### src/rtl/shift_sched.sv
// Round-robin, time-shared iterative shifter for two requesters (SLL/SRL/SRA).
// Define SHIFT_STEP2_EN to move up to 2 positions per cycle; otherwise 1 per cycle.
module shift_sched #(
  parameter int W = 32
) (
  input  logic           clk,
  input  logic           rst,
  input  logic [1:0]     req_valid,
  output logic [1:0]     req_ready,
  input  logic [3:0]     req_op,
  input  logic [9:0]     req_amt,
  input  logic [2*W-1:0] req_data,
  output logic           res_valid,
  output logic           res_id,
  output logic [W-1:0]   res_data,
  output logic           busy
);

  typedef enum logic [1:0] {IDLE, SHIFT, DONE} state_t;

  state_t       state, state_nxt;
  logic         last;
  logic [W-1:0] work;
  logic [1:0]   op;
  logic [4:0]   rem;
  logic         owner;

  logic         grant_id;
  logic         accept;
  logic [1:0]   sel_op;
  logic [4:0]   sel_amt;
  logic [W-1:0] sel_data;
  logic [1:0]   step;
  logic [4:0]   rem_nxt;
  logic [W-1:0] shifted;

  // Both valid: the port that did not win last time gets the stage.
  always_comb begin
    grant_id = (req_valid == 2'b11) ? ~last : req_valid[1];
    accept   = (state == IDLE) && !rst && (req_valid != 2'b00);
    sel_op   = grant_id ? req_op[3:2]      : req_op[1:0];
    sel_amt  = grant_id ? req_amt[9:5]     : req_amt[4:0];
    sel_data = grant_id ? req_data[2*W-1:W] : req_data[W-1:0];
  end

  always_comb begin
`ifdef SHIFT_STEP2_EN
    step = (rem >= 5'd2) ? 2'd2 : 2'd1;
`else
    step = 2'd1;
`endif
    rem_nxt = rem - {3'b000, step};
    case (op)
      2'b01:   shifted = work >> step;
      2'b10:   shifted = $signed(work) >>> step;
      default: shifted = work << step;
    endcase
  end

  always_ff @(posedge clk) begin
    if (rst) state <= IDLE;
    else     state <= state_nxt;
  end

  always_comb begin
    state_nxt = state;
    case (state)
      IDLE:    if (accept) state_nxt = (sel_amt == 5'd0) ? DONE : SHIFT;
      SHIFT:   if (rem_nxt == 5'd0) state_nxt = DONE;
      DONE:    state_nxt = IDLE;
      default: state_nxt = IDLE;
    endcase
  end

  always_comb begin
    res_valid = (state == DONE);
    busy      = (state != IDLE);
    req_ready = 2'b00;
    if (accept) req_ready = grant_id ? 2'b10 : 2'b01;
  end

  // Result registers load on the edge into DONE and hold until the next one.
  always_ff @(posedge clk) begin
    if (rst) begin
      last     <= 1'b1;
      work     <= '0;
      op       <= 2'b00;
      rem      <= 5'd0;
      owner    <= 1'b0;
      res_data <= '0;
      res_id   <= 1'b0;
    end else if (accept) begin
      work  <= sel_data;
      op    <= sel_op;
      rem   <= sel_amt;
      owner <= grant_id;
      last  <= grant_id;
      if (sel_amt == 5'd0) begin
        res_data <= sel_data;
        res_id   <= grant_id;
      end
    end else if (state == SHIFT) begin
      work <= shifted;
      rem  <= rem_nxt;
      if (rem_nxt == 5'd0) begin
        res_data <= shifted;
        res_id   <= owner;
      end
    end
  end

endmodule

### config.mk
export PLATFORM = sky130hd
export DESIGN_NAME = shift_sched
export DESIGN_NICKNAME = d
export VERILOG_FILES = /design/src/rtl/shift_sched.sv
export SDC_FILE = /design/constraint.sdc
export NUM_CORES = 1
export LEC_CHECK = 0
export CELL_PAD_IN_SITES_DETAIL_PLACEMENT = 1
export CELL_PAD_IN_SITES_GLOBAL_PLACEMENT = 2
export CORE_MARGIN = 5
export CORE_UTILIZATION = 27
export CTS_BUF_LIST = sky130_fd_sc_hd__clkbuf_4
export DETAILED_ROUTE_END_ITERATION = 6
export PLACE_DENSITY_LB_ADDON = 0.1
export SLEW_MARGIN = 20
export SYNTH_ARGS = -nofsm -noshare
export SYNTH_HDL_FRONTEND = slang
export SYNTH_SLANG_ARGS = --single-unit
### constraint.sdc
create_clock -name clk -period 2.55 [get_ports clk]
set_clock_uncertainty 0.15 [all_clocks]
set_input_delay 0.255 -clock clk [delete_from_list [all_inputs] [get_ports clk]]
set_output_delay 0.255 -clock clk [all_outputs]
set_load 0.02 [all_outputs]
Word-level counts from Yosys, hierarchy flattened
Cells that the tools add are included.
{"block": "classes", "n_eq_ne": 8, "add_sub_neg": 1, "n_mux": 23, "n_reduce_logical": 12, "bitwise": 1}
{"cell": "$mux W32", "count": 7}
{"cell": "$pmux W32 S2", "count": 1}
{"cell": "$mux W5", "count": 3}
{"cell": "$mux W2", "count": 6}
{"cell": "$logic_not A5 Y1", "count": 2}
{"cell": "$reduce_bool A2 Y1", "count": 4}
{"cell": "$eq A2 B2 Y1 const B", "count": 3}
{"cell": "$mux W1", "count": 5}
{"cell": "$sub A5 B1 Y5 const B", "count": 1}
{"cell": "$eq A2 B1 Y1 const B", "count": 2}
{"cell": "$ne A2 B2 Y1 const B", "count": 2}
{"cell": "$pmux W2 S2", "count": 1}
{"cell": "$reduce_and A3 Y1", "count": 1}
{"cell": "$logic_and A1 B1 Y1", "count": 2}
{"cell": "$logic_not A2 Y1", "count": 1}
{"cell": "$ne A2 B1 Y1 const B", "count": 1}
{"cell": "$reduce_and A2 Y1", "count": 1}
{"cell": "$logic_not A1 Y1", "count": 1}
{"cell": "$not A1 Y1", "count": 1}
{"block": "totals", "word_cells": 53, "ff_bits": 76, "output_inout_bits": 37}

Depth between registers and ports, before layout
{"block": "depth", "depth_word": 7, "depth_mapped": 9, "ltp_nobuf": 7}

Worst setup path before layout
Ideal clock, no wire load.
{"block": "synth_path", "path_type": "in2reg", "startpoint": "input req_amt[1]", "endpoint": "register res_data[10]", "path_buffers": 1, "path_stages": 6, "required_ns": 2.257, "setup_ns": 0.143, "arrival_ns": 1.837, "slack_ns": 0.419, "cell_sequence": "or4_4 or4b_4 a21o_2 buf_2 nand3_1 a21oi_2"}
{"block": "synth_via", "elab_chain_len": 4}
{"item": "start, declared", "line_no": "11", "rtl": "input logic [9:0] req_amt,"}
{"item": "$mux W5", "line_no": "42", "rtl": "sel_amt = grant_id ? req_amt[9:5] : req_amt[4:0];"}
{"item": "$logic_not A5 Y1", "line_no": "98", "rtl": "if (sel_amt == 5'd0) begin"}
{"item": "$ne A2 B1 Y1 (no line)"}
{"item": "$reduce_and A3 Y1 (no line)"}
{"item": "end signal, assigned", "line_no": "99", "rtl": "res_data <= sel_data;"}
{"item": "end signal, assigned", "line_no": "106", "rtl": "res_data <= shifted;"}
{"item": "end, declared", "line_no": "15", "rtl": "output logic [W-1:0] res_data,"}
No other way between the ends.
A chain may end at the register's enable or synchronous reset.

Worst setup path after layout
{"block": "layout_path", "startpoint": "input rst", "endpoint": "output req_ready[0]"}
{"block": "layout_via", "elab_chain_len": 4}
{"item": "start, declared", "line_no": "7", "rtl": "input logic rst,"}
{"item": "$logic_not A1 Y1", "line_no": "40", "rtl": "accept = (state == IDLE) && !rst && (req_valid != 2'b00);"}
{"item": "$logic_and A1 B1 Y1 (2 in a row)", "line_no": "40"}
{"item": "$mux W2", "line_no": "79", "rtl": "if (accept) req_ready = grant_id ? 2'b10 : 2'b01;"}
{"item": "end, declared", "line_no": "9", "rtl": "output logic [1:0] req_ready,"}
No other way between the ends.

==> summary.md <==
| Metric | Value |
|---|---|
| DRT antenna net count | `0` |
| RSZ-0062 raised after global routing | `false` |
| Max FO, Critical Path | `11` |
| Vias in the first global route | `4,916` |
| GPL Wtd Cong | `0.780` |
| Clk sinks | `76` |
| Synth top area share | `35.3%` |
| Synthesized area | `4310 sq um` |
| Number of buffers created by CTS | `9` |
| Max IR drop VDD | `174 uV` |
| Main synth FF type | `dfxtp_1` |
| DRT Pass-1 Iters | `7` |
| Initial DRC count | `398` |
| Syn Area/Cell | `7.43 sq um` |
| Max Freq | `411 MHz` |
| GRT Total Usage | `17.6%` |
| Final Max Tran Viols | `0` |
| Crit path time final | `2.43 ns` |
| Placement Cell Area | `5790 sq um` |
| Worst-path clk slew | `0.12 ns` |
| Slew @ Worst Pin | `0.981 ns` |
| Combinational share of power | `29.0%` |
| Fin crit share | `95.4%` |
| Syn. warnings | `0` |
| Overflow after GRT | `0` |
| Final Non-Filler Cells | `895` |
| Syn nets | `666` |
| Leakage | `2.03 nW` |
| Residual DRC count | `0` |
| First-pass GRT wire length | `26,100 microns` |
| Clock H-tree levels | `3` |
| Share of cells above drive strength 1 | `12.8%` |
| Buffers on Ports | `118` |
| P_sw | `0.982 mW` |
| Sw frac | `33.8%` |
| Final instance area | `5950 sq um` |
| Register bit total from synthesis | `76` |
| Worst slack at placement | `-0.163 ns` |
| Die span in x | `136 microns` |
| Routed WL per cell | `17.9 microns` |
| Netlist cell types | `50` |
| Max Cap Violations | `0` |
| Setup crit end kind | `primary output` |
| Synth area leader | `dfxtp_1` |
| Sequential power share | `45.1%` |
| Setup Buffers After CTS | `0` |
| Clock Latency Late Sink | `0.44 ns` |
| Cells after Synth | `580` |
| Hpwl dp | `11,500 microns` |
| Nets@finish | `759` |
| Initial antenna violation count | `0` |
| Pwr per Cell Area | `489 nW/um^2` |
| Hold WC Path Type | `input port to flip-flop` |
| Vias | `4,591` |
| Critical Path AT | `2.03 ns` |
| Initial Utilization | `27.3%` |
| DP Cell Count | `877` |
| Normalized max-slew margin | `34.6%` |
| I/O Pins | `119` |
| CP Launch Type | `input port` |
| Pint | `1.93 mW` |
| Vias per cell | `5.13` |
| Root Buffer | `clkbuf_4` |
| DIE AREA | `18,600 sq um` |
| Max clock buf depth | `2` |
| Largest net degree at the start of global routing | `70` |
| Final WS setup | `0.118 ns` |
| Worst EP required | `2.14 ns` |
| Ys async rst share | `0%` |
| Final setup viols | `0` |
| Largest cells by area after synthesis | `dfxtp_1 (35%), nand2_1 (12%), a222oi_1 (7.0%)` |
| FILL cells | `1,957` |
| Drt total wl | `16,000 microns` |
| EDFF count, synth | `0` |
| Sequential cell area fraction in the yosys report | `35.3%` |
| Chip height | `136 microns` |
| Area Overhead vs Synth | `38.0%` |
| FP Rows | `46` |
| Clock share of power | `25.9%` |
| Status | `completed` |
| Critical path class | `input port to primary output` |
| Core area | `15,800 sq um` |
| TritonCTS clock tree | `done` |
| Hold Violations, Final | `0` |
| Hold slack | `0.230 ns` |
timing repair:
| action | CTS | global route |
|---|---|---|
| hold buffers | 1 | 0 |
| resized for setup | 1 | 2 |
| pin swaps | 0 | 0 |
| hold endpoints to repair | 7 | 0 |
| endpoints found under the setup margin | 1 | 30 |
| gates cloned | 0 | 0 |
worst max-delay path, stage by stage:
cell             delay [ns]
dlygate4sd3_1          0.54
buf_4                  0.18
nor3_2                 0.22
and3_1                 0.22
clkdlybuf4s50_1        0.61
metrics by stage:
step                util (%)  TNS (ns)  total power [mW]
finish                  37.7         0              2.91
global route            37.7         0              3.09
CTS                     37.6         0              2.95
detailed placement      36.7     -4.39              2.18
global placement        36.7     -3.39              2.16
floorplan                  -         0              1.82
path summary, 6_finish.rpt:
path / slack, ns / end / depth (start not counted) / startpoint
worst min register to register: 0.33 / work[12] / 2 / work[12]
worst min-delay path: 0.23 / op[0] / 3 / req_op[0]
worst max register to register: 0.26 / res_data[6] / 8 / op[0]
worst max-delay path: 0.12 / req_ready[0] / 5 / rst
area by class of cell:
cell class,instances,area [sq um],share of cell area [%]
well taps,216,270,4.55
repair buffers,142,1450,24.3
flip-flops and latches,76,1520,25.6
multi-input cells,437,2550,42.8
diodes,1,2.50,0.0421
clock buffers,10,75.1,1.26
inverters,7,26.3,0.442
clock inverters,6,55.1,0.926
registers in the layout (all words and copies together), names as in the netlist:
name      flops
last          1
op            2
owner         1
rem           5
res_data     32
res_id        1
state         2
work         32
per-layer routing:
metal | wire length (microns) | GRT usage (%) | part of all wire, %
met1 | 7520 | 23.8 | 47
met2 | 7350 | 28.3 | 46
met3 | 865 | 3.59 | 5.4
met4 | 242 | 5.54 | 1.5
met5 | 0 | 0 | 0
cells in the final DEF, fill, tap and decap left out, types with 10 or more instances in the layout:
master,count
nand2_1,143
clkdlybuf4s50_1,116
dfxtp_1,76
a21oi_1,42
nand3_1,34
nor2b_1,33
a31oi_1,32
a222oi_1,30
a21oi_2,30
o21ai_1,28
buf_4,17
nor2_1,11
clkbuf_4,10
power groups by stage:
stage	clock network, mW	logic, mW	registers (mW)
after floorplan	0	0.493	1.32
after global placement	0	0.829	1.33
after detailed placement	0	0.841	1.34
after CTS	0.791	0.847	1.31
after global routing	0.833	0.934	1.32
final	0.754	0.843	1.31
cells by family (layout without fill, tap and decap cells):
| family | Yosys count | count (layout) | synth area share [%] |
|---|---|---|---|
| adders and majority gates | 4 | 4 | 1.16 |
| muxes | 2 | 2 | 0.465 |
| and+or+nand+nor | 242 | 242 | 25.6 |
| AOI/OAI and AO/OA | 188 | 188 | 30.7 |
| other | 0 | 1 | 0 |
| DFF | 76 | 76 | 35.3 |
| buffers and inverters | 67 | 165 | 6.59 |
| xor gates and xnor gates | 1 | 1 | 0.203 |
synth_stat cells (3+ instances only):
library cell	number
buf_6	3
a222oi_1	30
ha_1	4
clkbuf_1	45
a31oi_1	32
nor3_1	3
clkbuf_2	3
a21oi_2	30
buf_1	4
nand2_1	143
buf_2	5
o21ai_0	3
nor2b_1	33
a211oi_1	3
o21ai_1	28
nor2_1	12
inv_1	7
or2_2	5
a21oi_1	43
dfxtp_1	76
nand3_1	34
No activity file was read; power rests on OpenSTA's default activity.
